===== src/rtl/subtractor_pkg.sv =====
// Shared sizing constants for the adder/subtractor pair.
// The sum operand is one bit wider than the addends to hold the carry-out.
package subtractor_pkg;

  localparam int WIDTH_DEF = 8;

  function automatic int swidth_of(input int w);
    return w + 1;
  endfunction

endpackage


===== src/rtl/subtractor_pipe_stage.sv =====
// Single valid/ready register slice; loads when empty or draining in the same cycle.
// Zero-bubble at full throughput, data held stable while the consumer stalls.
module pipe_stage #(
  parameter int DW = 8
) (
  input  logic          clk,
  input  logic          rst,
  input  logic          in_valid,
  output logic          in_ready,
  input  logic [DW-1:0] in_data,
  output logic          out_valid,
  input  logic          out_ready,
  output logic [DW-1:0] out_data
);

  logic          valid_q;
  logic [DW-1:0] data_q;

  assign in_ready  = !valid_q || out_ready;
  assign out_valid = valid_q;
  assign out_data  = data_q;

  always_ff @(posedge clk) begin
    if (rst) begin
      valid_q <= 1'b0;
      data_q  <= '0;
    end else if (in_ready) begin
      valid_q <= in_valid;
      if (in_valid) begin
        data_q <= in_data;
      end
    end
  end

endmodule


===== src/rtl/subtractor.sv =====
// Recovers an addend from an adder sum: x = sm - y - cin, with sign/range flags.
// Two-stage valid/ready pipeline, 2-cycle latency, one result per cycle.
module subtractor
  import subtractor_pkg::*;
#(
  parameter int WIDTH  = WIDTH_DEF,
  parameter int SWIDTH = swidth_of(WIDTH)
) (
  input  logic              clk,
  input  logic              rst,
  input  logic              in_valid,
  output logic              in_ready,
  input  logic [SWIDTH-1:0] sm,
  input  logic [WIDTH-1:0]  y,
  input  logic              cin,
  output logic              out_valid,
  input  logic              out_ready,
  output logic [WIDTH-1:0]  x,
  output logic              borrow,
  output logic              x_zero,
  output logic              fit_err
);

  localparam int S1W = SWIDTH + WIDTH + 1;
  localparam int S2W = WIDTH + 3;

  logic              s1_in_ready;
  logic              s1_valid;
  logic [S1W-1:0]    s1_dat;
  logic              s2_in_ready;
  logic [S2W-1:0]    s2_in_dat;
  logic [S2W-1:0]    s2_dat;

  logic [SWIDTH-1:0] s1_sm;
  logic [WIDTH-1:0]  s1_y;
  logic              s1_cin;
  logic [SWIDTH:0]   diff_d;
  logic [WIDTH-1:0]  x_d;
  logic              borrow_d;
  logic              zero_d;
  logic              fit_d;

  // Reset overrides any ready the slice would otherwise advertise.
  assign in_ready = s1_in_ready && !rst;

  pipe_stage #(.DW(S1W)) u_stage1 (
    .clk       (clk),
    .rst       (rst),
    .in_valid  (in_valid && !rst),
    .in_ready  (s1_in_ready),
    .in_data   ({sm, y, cin}),
    .out_valid (s1_valid),
    .out_ready (s2_in_ready),
    .out_data  (s1_dat)
  );

  assign {s1_sm, s1_y, s1_cin} = s1_dat;

  // One extra bit above the sum width catches a negative difference.
  always_comb begin
    diff_d   = {1'b0, s1_sm}
             - {{(SWIDTH + 1 - WIDTH){1'b0}}, s1_y}
             - {{SWIDTH{1'b0}}, s1_cin};
    x_d      = diff_d[WIDTH-1:0];
    borrow_d = diff_d[SWIDTH];
    zero_d   = (diff_d == '0);
    fit_d    = !borrow_d && (diff_d[SWIDTH-1:WIDTH] != '0);
  end

  assign s2_in_dat = {x_d, borrow_d, zero_d, fit_d};

  pipe_stage #(.DW(S2W)) u_stage2 (
    .clk       (clk),
    .rst       (rst),
    .in_valid  (s1_valid),
    .in_ready  (s2_in_ready),
    .in_data   (s2_in_dat),
    .out_valid (out_valid),
    .out_ready (out_ready),
    .out_data  (s2_dat)
  );

  assign {x, borrow, x_zero, fit_err} = s2_dat;

endmodule


===== config.mk =====
export PLATFORM = sky130hd
export DESIGN_NAME = subtractor
export DESIGN_NICKNAME = d
export VERILOG_FILES = /design/src/rtl/subtractor_pkg.sv /design/src/rtl/subtractor_pipe_stage.sv /design/src/rtl/subtractor.sv
export SDC_FILE = /design/constraint.sdc
export NUM_CORES = 1
export LEC_CHECK = 0
export CAP_MARGIN = 25
export CORE_MARGIN = 3
export CORE_UTILIZATION = 50
export DETAILED_ROUTE_END_ITERATION = 8
export PLACE_DENSITY_LB_ADDON = 0.15
export SLEW_MARGIN = 20
export SYNTH_ARGS = -nofsm -noshare
export SYNTH_HDL_FRONTEND = slang
export SYNTH_SLANG_ARGS = --single-unit

===== constraint.sdc =====
create_clock -name clk -period 6.5 [get_ports clk]
set_input_delay 0.65 -clock clk [delete_from_list [all_inputs] [get_ports clk]]
set_output_delay 0.65 -clock clk [all_outputs]
set_load 0.005 [all_outputs]

==> run_results.csv, run 1 <==
group,metric,value,unit
clock_tree,numCtsBuffers,5,
outcome,status,"finished clean",
floorplan,dieArea,0.00410,mm²
placed_design,dpl.cell_count,276,
placed_design,portBuffers,34,
timing,fin_crit,2900,ps
global_route,grt_antenna_before_repair,0,
floorplan,rows,20,
logic_synthesis,yosys_warnings,0,
worst_setup_path,cp.required,6760,ps
timing,rsz0062_at_grt,"false",
logic_synthesis,syn_nets,243,
timing,timing.hold.ws,456,ps
pwr,ir_drop,0.119,mV
run,cap_violations,0,
timing,finalHoldViolations,0,
timing,fmax,0.345,GHz
final_layout,drive_gt1_share,6.69,%
global_route,grt_remaining_overflow,0,
routing,vias_per_cell,5.20,
final_layout,final_area,0.00209,mm²
clock_tree,cts_sinks,31,
worst_setup_path,path_buf_inv,1,
pwr,leakagePower,0.866,nW
logic_synthesis,seq_area_frac_synth,36.9,%
timing,setup_viol,0,
worst_setup_path,cpMostUsedCell,"fa_1",
floorplan,die_y,64.0,µm
final_layout,final_cell_mix,"47 x nand2_1, 33 x clkdlybuf4s50_1, 31 x dfxtp_1, 22 x inv_1",
pwr,p_per_area,233,mW/mm²
routing,drt_iter0_drc,70,
routing,drt_drc_violations_left,0,
placed_design,dp.final_hpwl,2400,µm
worst_setup_path,startpoint_type,"register",
logic_synthesis,ys_types,39,
global_route,grt_max_degree,34,
routing,post_drt_wl_per_cell,11.3,µm
routing,dr.pass1.iters,4,
placed_design,dpl_cell_area,0.00204,mm²
worst_setup_path,criticalPathCategory,"register to register",
final_layout,multi_input_area,941,µm²
logic_synthesis,netlist_instances,206,
clock_tree,cts.clk_slew.worst_paths,90,ps
routing,postRouteAntennaNets,0,
logic_synthesis,ys.flop_type,"dfxtp_1",
worst_setup_path,r2r_slack,3600,ps
worst_hold_path,hold_path_class,"register to register",
global_route,grt_first_pass_wirelength,5710,µm
final_layout,regArea,621,µm²
timing,setup_tns,0,ps
logic_synthesis,synth_seq_cells,31,
timing,fin_skew,8.04,ps
final_layout,final_common_cell,"nand2_1",
floorplan,core,0.00313,mm²
worst_setup_path,end_kind,"register",
floorplan,initial_utilization,53.8,%
clock_tree,cts-resized-gates,0,
timing,timing.final.crit_share,44.6,%
clock_tree,cts_root_buffer,"clkbuf_4",
worst_setup_path,slowest_delay,540,ps
floorplan,io_pins,35,
final_layout,layout.nets,276,
timing,slew-limit-headroom,43.7,%
worst_setup_path,crit_slowest_cell,"or4b_1",
clock_tree,cts_hold_buf,0,
worst_setup_path,cp_top_family,"adder cells",
clock_tree,clk_latency,330,ps
placed_design,gp_congestion,0.792,
global_route,grt_pass1_vias,1337,
logic_synthesis,async_flop_share,0,%
timing,slew_violations,0,
routing,wl,3200,µm
logic_synthesis,synth.avg_cell_area,8.16,µm²
worst_setup_path,critPathMaxFanout,2,
worst_setup_path,crit_chain,"inv_1 > fa_1 > fa_1 > nand2b_1 > a311o_1 > a21oi_2 > xnor2_1 > or4b_1 > o31ai_2",
final_layout,fillCellCount,275,
final_layout,instances_no_fill,283,
logic_synthesis,syn-cell-area,0.00168,mm²
floorplan,die_x,64.0,µm
clock_tree,cts_buffer_depth,2,
timing,max_slew.worst_pin.slew,844,ps
routing,vias,1473,
final_layout,area_growth,24.3,%
worst_setup_path,worstPathArrival,3160,ps
clock_tree,cts_tree,"yes",
logic_synthesis,synth_edf_count,0,
global_route,grt_use_total,17.8,%
final_layout,antenna_cells,0,
clock_tree,post-cts-setup-buffer-count,0,
clock_tree,htreeDepth,2,
-- final timing paths --
path	startpoint	endpoint	cells past startpoint
setup reg to reg	u_stage1.out_data[0]	u_stage2.out_data[1]	9
hold / removal	u_stage2.out_data[0]	u_stage2.out_data[0]	2
setup / recovery	u_stage1.out_data[0]	u_stage2.out_data[1]	9
hold reg to reg	u_stage2.out_data[0]	u_stage2.out_data[0]	2
-- where the power goes --
part | switching [mW] | total, mW | internal, mW
Clock | 0.0624 | 0.112 | 0.0500
Sequential | 0.00690 | 0.212 | 0.205
Combinational | 0.0832 | 0.163 | 0.0794
Total | 0.153 | 0.487 | 0.334
-- per-stage QoR --
| stage | setup WS, ps | util, % | power (mW) |
|---|---|---|---|
| finish | 3600 | 66.8 | 0.487 |
| floorplan | 3760 | - | 0.330 |
| global placement | 3270 | 65.2 | 0.373 |
| detailed placement | 3250 | 65.2 | 0.378 |
| global route | 3460 | 66.8 | 0.528 |
| CTS | 3230 | 67.0 | 0.493 |
-- worst reg2reg max path: cells and delay by family (launching register included) --
| kind | cells | cell delay (ps) |
|---|---|---|
| adder cells (fa/ha/maj) | 2 | 860 |
| AO/OA/AOI/OAI | 3 | 760 |
| AND/OR/NAND/NOR | 2 | 730 |
| flip-flops | 1 | 320 |
| XOR/XNOR | 1 | 100 |
| buffers and inverters | 1 | 60 |
-- sequential cells by signal (all words and copies together), names as in the netlist --
name / cells
u_stage1.out_data: 18
u_stage1.out_valid: 1
u_stage2.out_data: 11
u_stage2.out_valid: 1
-- cells by family after synthesis --
group | synth area share [%]
AND/OR/NAND/NOR | 25.7
AO/OA/AOI/OAI | 15.6
flip-flops | 36.9
buffers and inverters | 7.14
adder cells (fa/ha/maj) | 12.1
XOR/XNOR | 2.08
multiplexers | 0.595
-- Yosys cell counts (all sizes together), types with 3 or more instances --
| library cell | n | area [µm²] |
|---|---|---|
| o31ai | 10 | 80.1 |
| nand2 | 48 | 183 |
| xnor2 | 4 | 35.0 |
| and2 | 3 | 21.3 |
| a21oi | 14 | 73.8 |
| a211o | 3 | 28.8 |
| inv | 22 | 82.6 |
| dfxtp | 31 | 621 |
| ha | 13 | 163 |
| clkbuf | 6 | 22.5 |
| nor3 | 6 | 30.0 |
| nor2 | 8 | 30.0 |
| nand2b | 3 | 18.8 |
| nand3b | 10 | 75.1 |
| nor2b | 3 | 18.8 |
-- routing by layer --
layer	wire, µm	share of wire, %	vias to the layer above	global-route usage, %
li1	-	-	761	-
met2	1480	46	39	29.0
met3	182	5.7	9	5.98
met1	1460	46	664	20.7
met5	0	0	-	0
met4	80	2.5	0	8.89
-- layout make-up --
type | count | area share [%]
clock buffers | 6 | 2.45
clock inverters | 1 | 0.239
inverters | 22 | 3.95
multi-input cells | 145 | 45.0
flip-flops and latches | 31 | 29.7
well taps | 44 | 2.63
repair buffers | 34 | 16.0
Note: power is estimated with default switching activity, not from simulation.
==> run 2: changes to the inputs <==
--- a/config.mk
+++ b/config.mk
@@ -7,7 +7,7 @@
 export LEC_CHECK = 0
 export CAP_MARGIN = 25
 export CORE_MARGIN = 3
-export CORE_UTILIZATION = 50
+export CORE_UTILIZATION = 46
 export DETAILED_ROUTE_END_ITERATION = 8
 export PLACE_DENSITY_LB_ADDON = 0.15
 export SLEW_MARGIN = 20
==> constraint.sdc (replaced) <==
create_clock -name clk -period 2.4 [get_ports clk]
set_input_delay 0.24 -clock clk [delete_from_list [all_inputs] [get_ports clk]]
set_output_delay 0.24 -clock clk [all_outputs]
set_load 0.005 [all_outputs]
==> run 2 against run 1 <==
Final area rose by 7.4%. Register-to-register slack got worse by 3800 ps. Critical path type unchanged. Count of clock-buffer cells in the layout rose by 2. Sequential power rose to 2.7 times the previous value. Largest power group unchanged. Combinational power rose to 3.1 times the previous value. Highest routed layer unchanged. Worst setup slack got worse by 3800 ps. Sequential share of layout area fell by 1.9 points. The run now ends with setup timing left. Clock power rose to 3.1 times the previous value. Core utilization fell by 1.1 points. Global-route usage fell by 1.8 points. Hold slack got worse by 28 ps. Die area rose by 7.9%.
==> run_results.csv, run 2 (synthesis results as in run 1) <==
group,metric,value,unit
pwr,switchingPower,0.434,mW
clock_tree,cts.clk_slew.worst_paths,100,ps
clock_tree,cts_buffer_depth,2,
worst_setup_path,cp.required,2660,ps
clock_tree,cts_hold_buf,0,
floorplan,die_y,66.5,µm
worst_hold_path,min_delay_path_depth,3,
final_layout,fin_util,65.8,%
floorplan,dieArea,0.00442,mm²
routing,drt_iter0_drc,56,
global_route,grt_remaining_overflow,0,
pwr,comb_power_share,35.2,%
final_layout,area_growth,33.6,%
worst_setup_path,critPathMaxFanout,2,
placed_design,gp_congestion,0.855,
timing,finalHoldViolations,0,
routing,postRouteAntennaNets,0,
timing,fin_skew,6.15,ps
final_layout,drive_gt1_share,15.8,%
global_route,grt_use_total,16.0,%
timing,slew-limit-headroom,42.7,%
final_layout,final_common_cell,"nand2_1",
global_route,use_met3,4.05,%
final_layout,largest_reg_flops,18,
pwr,power,1.42,mW
final_layout,layout.nets,289,
routing,vias_per_cell,4.83,
global_route,grt_antenna_before_repair,0,
global_route,grt_util_met1,21.0,%
floorplan,die_x,66.5,µm
placed_design,portBuffers,34,
routing,vias,1445,
timing,slew_violations,0,
timing,fmax,0.391,GHz
pwr,seq_power_share,40.4,%
global_route,grt_most_used_layer,"met2",
floorplan,initial_utilization,49.2,%
placed_design,place_ws,-165,ps
clock_tree,clk_latency,340,ps
routing,dr.pass1.iters,4,
floorplan,io_pins,35,
placed_design,dp.final_hpwl,2400,µm
clock_tree,htreeDepth,2,
pwr,p_sw_share,30.5,%
routing,post_drt_wl_per_cell,10.5,µm
pwr,p_per_area,634,mW/mm²
clock_tree,numCtsBuffers,5,
outcome,status,"complete, but fails checks",
floorplan,rows,21,
timing,layout_setup_ws,-157,ps
pwr,leakagePower,0.938,nW
global_route,grt_use_met2,23.0,%
global_route,grt_max_degree,28,
final_layout,final_area,0.00225,mm²
routing,drt_drc_violations_left,0,
timing,rsz0062_at_grt,"true",
global_route,grt_first_pass_wirelength,5380,µm
final_layout,antenna_cells,0,
pwr,pwr-share-clk,24.4,%
clock_tree,cts_tree,"yes",
pwr,ir_drop,0.279,mV
worst_setup_path,startpoint_type,"register",
routing,wl,3150,µm
worst_setup_path,end_kind,"register",
placed_design,dpl_cell_area,0.00214,mm²
outcome,violations,"setup timing",
timing,fin_crit,2560,ps
run,cap_violations,0,
floorplan,core,0.00342,mm²
global_route,grt_pass1_vias,1298,
clock_tree,cts_sinks,31,
worst_setup_path,reg2regPathDepth,8,
pwr,p_int,0.990,mW
worst_hold_path,hold_path_class,"primary input to register",
worst_setup_path,worstPathArrival,2810,ps
final_layout,final_cell_mix,"47 x nand2_1, 34 x clkdlybuf4s50_1, 28 x dfxtp_1, 20 x inv_1",
timing,max_slew.worst_pin.slew,859,ps
worst_setup_path,criticalPathCategory,"register to register",
clock_tree,cts_root_buffer,"clkbuf_4",
timing,timing.hold.ws,428,ps
timing,setup_viol,1,
timing,timing.final.crit_share,107,%
## run 2: cell types whose count changed in the layout (fill, tap and decap cells not counted), sizes merged
| cell | delta |
|---|---|
| clkinv | -1 |
| clkbuf | +2 |
| buf | +12 |
| clkdlybuf4s50 | +1 |
## run 2: final cells by class
| class | count | area (µm²) |
|---|---|---|
| Fill cell | 296 | 1170 |
| Multi-Input combinational cell | 145 | 975 |
| Sequential cell | 31 | 624 |
| Timing Repair Buffer | 47 | 438 |
| Inverter | 22 | 82.6 |
| Clock buffer | 8 | 68.8 |
| Tap cell | 46 | 57.6 |
## run 2: power by group through the flow
stage	Clock, mW	Combinational (mW)	Sequential, mW
5_1_grt	0.378	0.566	0.581
6_report	0.347	0.502	0.575
2_1_floorplan	0	0.315	0.586
3_5_place_dp	0	0.477	0.587
3_3_place_gp	0	0.473	0.585
4_1_cts	0.350	0.479	0.575
## run 2: metrics by stage
step	cells	setup TNS (ps)
after global routing	299	-348
after detailed placement	289	-165
after floorplan	206	-110
final	299	-157
after global placement	289	-124
after CTS	297	-182
## run 2: final timing paths
check	from	end	slack, ps
worst max register to register	u_stage1.out_data[9]	u_stage2.out_data[1]	-160
worst min register to register	u_stage2.out_data[7]	u_stage2.out_data[7]	460
worst max-delay path	u_stage1.out_data[9]	u_stage2.out_data[1]	-160
worst min-delay path	y[6]	u_stage1.out_data[7]	430
## run 2: what timing repair did
item | CTS | global route
resized for setup | 1 | 6
setup endpoints to repair | 1 | 4
gates cloned | 0 | 0
pin swaps | 0 | 6
setup buffers | 0 | 2
## run 2: worst max-delay path, cell delays in order, from the launching register on
cell,delay (ps)
dfxtp_2,340
fa_2,400
fa_2,360
nand2b_4,150
a311o_1,270
a21oi_2,180
xnor2_1,90
or4b_1,520
o31ai_2,170
## run 2: metal layers
| metal | vias up | share of wire [%] |
|---|---|---|
| met5 | - | 0 |
| met4 | 0 | 2.1 |
| met3 | 7 | 5.0 |
| met2 | 33 | 40 |
| met1 | 614 | 52 |
| li1 | 791 | - |
==> run 3: changes to the inputs <==
--- a/config.mk
+++ b/config.mk
@@ -9,7 +9,7 @@
 export CORE_MARGIN = 3
 export CORE_UTILIZATION = 46
 export DETAILED_ROUTE_END_ITERATION = 8
-export PLACE_DENSITY_LB_ADDON = 0.15
+export PLACE_DENSITY = 0.76
 export SLEW_MARGIN = 20
 export SYNTH_ARGS = -nofsm -noshare
 export SYNTH_HDL_FRONTEND = slang
==> run 3 against run 2 <==
The flow still finishes with violations (setup timing). Sequential power is essentially flat. Core utilization shrank 0.70 points. Global-route usage shrank 0.39 points. Sequential cell count is the same. Hold slack gained 8.5 ps. Die area is the same. Register-to-register slack is essentially flat. Critical path depth is the same. Worst setup slack gained 1.9 ps. Largest cell class unchanged.
==> run_results.csv, run 3 (synthesis results as in run 1) <==
group,metric,value,unit
routing,postRouteAntennaNets,0,
routing,vias_per_cell,4.92,
worst_hold_path,hold_path_end,"u_stage1.out_data[3]",
pwr,leakagePower,0.927,nW
final_layout,antenna_cells,0,
final_layout,area_growth,32.1,%
clock_tree,cts_sinks,31,
global_route,grt_remaining_overflow,0,
final_layout,regArea,623,µm²
floorplan,initial_utilization,49.2,%
floorplan,io_pins,35,
run,cap_violations,0,
timing,rsz0062_at_grt,"true",
worst_setup_path,r2r_end,"u_stage2.out_data[1]",
routing,post_drt_wl_per_cell,10.8,µm
routing,drt_iter0_drc,54,
worst_setup_path,end_kind,"register",
placed_design,dp.final_hpwl,2370,µm
worst_setup_path,reg2regPathDepth,8,
routing,wl,3200,µm
global_route,grt_pass1_vias,1269,
placed_design,portBuffers,34,
timing,layout_setup_ws,-155,ps
clock_tree,numCtsBuffers,5,
clock_tree,cts.clk_slew.worst_paths,90,ps
global_route,grt_first_pass_wirelength,5340,µm
final_layout,fillCellCount,302,
worst_setup_path,cp.required,2650,ps
worst_setup_path,worstPathArrival,2800,ps
outcome,status,"complete, but fails checks",
final_layout,multi_input_area,967,µm²
floorplan,die_x,66.5,µm
clock_tree,cts_tree,"yes",
worst_hold_path,hold_path_class,"primary input to register",
routing,vias,1462,
timing,finalHoldViolations,0,
outcome,violations,"setup timing",
placed_design,gp_congestion,0.841,
worst_setup_path,critPathMaxFanout,2,
timing,fmax,0.391,GHz
pwr,ir_drop,0.378,mV
worst_setup_path,r2r_start,"u_stage1.out_data[9]",
global_route,grt_max_degree,29,
final_layout,drive_gt1_share,13.9,%
pwr,p_per_area,633,mW/mm²
floorplan,die_y,66.5,µm
global_route,grt_use_total,15.7,%
timing,max_slew.worst_pin.slew,872,ps
final_layout,layout.nets,287,
timing,slew-limit-headroom,41.9,%
clock_tree,cts_root_buffer,"clkbuf_4",
final_layout,final_common_cell,"nand2_1",
final_layout,largest_reg_flops,18,
timing,slew_violations,0,
timing,timing.hold.ws,436,ps
timing,timing.final.crit_share,106,%
worst_setup_path,startpoint_type,"register",
timing,fin_skew,5.40,ps
worst_setup_path,criticalPathCategory,"register to register",
clock_tree,clk_latency,320,ps
floorplan,core,0.00342,mm²
timing,setup_viol,2,
clock_tree,cts_hold_buf,0,
worst_hold_path,hold_start,"y[2]",
clock_tree,cts_buffer_depth,2,
floorplan,dieArea,0.00442,mm²
floorplan,rows,21,
clock_tree,htreeDepth,2,
routing,dr.pass1.iters,4,
timing,fin_crit,2550,ps
worst_hold_path,min_delay_path_depth,3,
routing,drt_drc_violations_left,0,
placed_design,place_ws,-167,ps
worst_setup_path,r2r_slack,-150,ps
final_layout,final_cell_mix,"47 x nand2_1, 34 x clkdlybuf4s50_1, 29 x dfxtp_1, 21 x inv_1, 13 x ha_1",
global_route,grt_antenna_before_repair,0,
[run 3: repair_timing]
item | 4_1_cts | 5_1_grt
setup endpoints to repair | 2 | 3
gates resized for setup | 1 | 3
buffers inserted | 1 | 1
pin swaps | 3 | 3
[run 3: area by class of cell]
class	count	share of cell area, %
multi-input combinational	145	43.5
timing repair buffer	45	19.0
inverter	22	3.72
sequential	31	28.0
clock buffer	8	3.10
tap	46	2.59
[run 3: layer usage]
layer / wire, µm / global-route usage (%) / part of all wire, %
met2: 1390 / 24.0 / 43
met4: 49 / 6.85 / 1.5
met3: 164 / 4.05 / 5.1
met5: 0 / 0 / 0
met1: 1600 / 20.5 / 50
[run 3: worst max-delay path, stage by stage, from the launching register on]
cell and delay [ps]:
dfxtp_2 340, fa_2 400, fa_2 360, nand2b_4 150, a311o_1 270, a21oi_2 170
xnor2_1 90, or4b_1 520, o31ai_2 180
[run 3: per-stage QoR]
step / std cells / setup TNS, ps / instance area [µm²] / utilization [%] / total power [mW]
finish: 297 / -157 / 2220 / 65.1 / 1.41
global route: 297 / -365 / 2220 / 65.1 / 1.50
CTS: 296 / -161 / 2200 / 64.4 / 1.41
detailed placement: 287 / -167 / 2120 / 62.2 / 1.06
global placement: 287 / -118 / 2120 / 62.2 / 1.05
floorplan: 206 / -110 / 1700 / - / 0.902
[run 3: how the worst max path moves through the flow]
| stage | cells past startpoint | startpoint | endpoint | slack [ps] |
|---|---|---|---|---|
| after floorplan | 9 | u_stage1.out_data[1] | u_stage2.out_data[1] | -110 |
| after global placement | 9 | u_stage1.out_data[1] | u_stage2.out_data[1] | -120 |
| after detailed placement | 9 | u_stage1.out_data[1] | u_stage2.out_data[1] | -170 |
| after CTS | 8 | u_stage1.out_data[9] | u_stage2.out_data[1] | -160 |
| after global routing | 8 | u_stage1.out_data[9] | u_stage2.out_data[1] | -250 |
| final | 8 | u_stage1.out_data[9] | u_stage2.out_data[1] | -150 |
[run 3: where the power goes]
group	switching [mW]	leakage [nW]	internal [mW]
Clock	0.169	0.0386	0.172
Sequential	0.0191	0.256	0.556
Combinational	0.236	0.632	0.255
Total	0.424	0.927	0.983
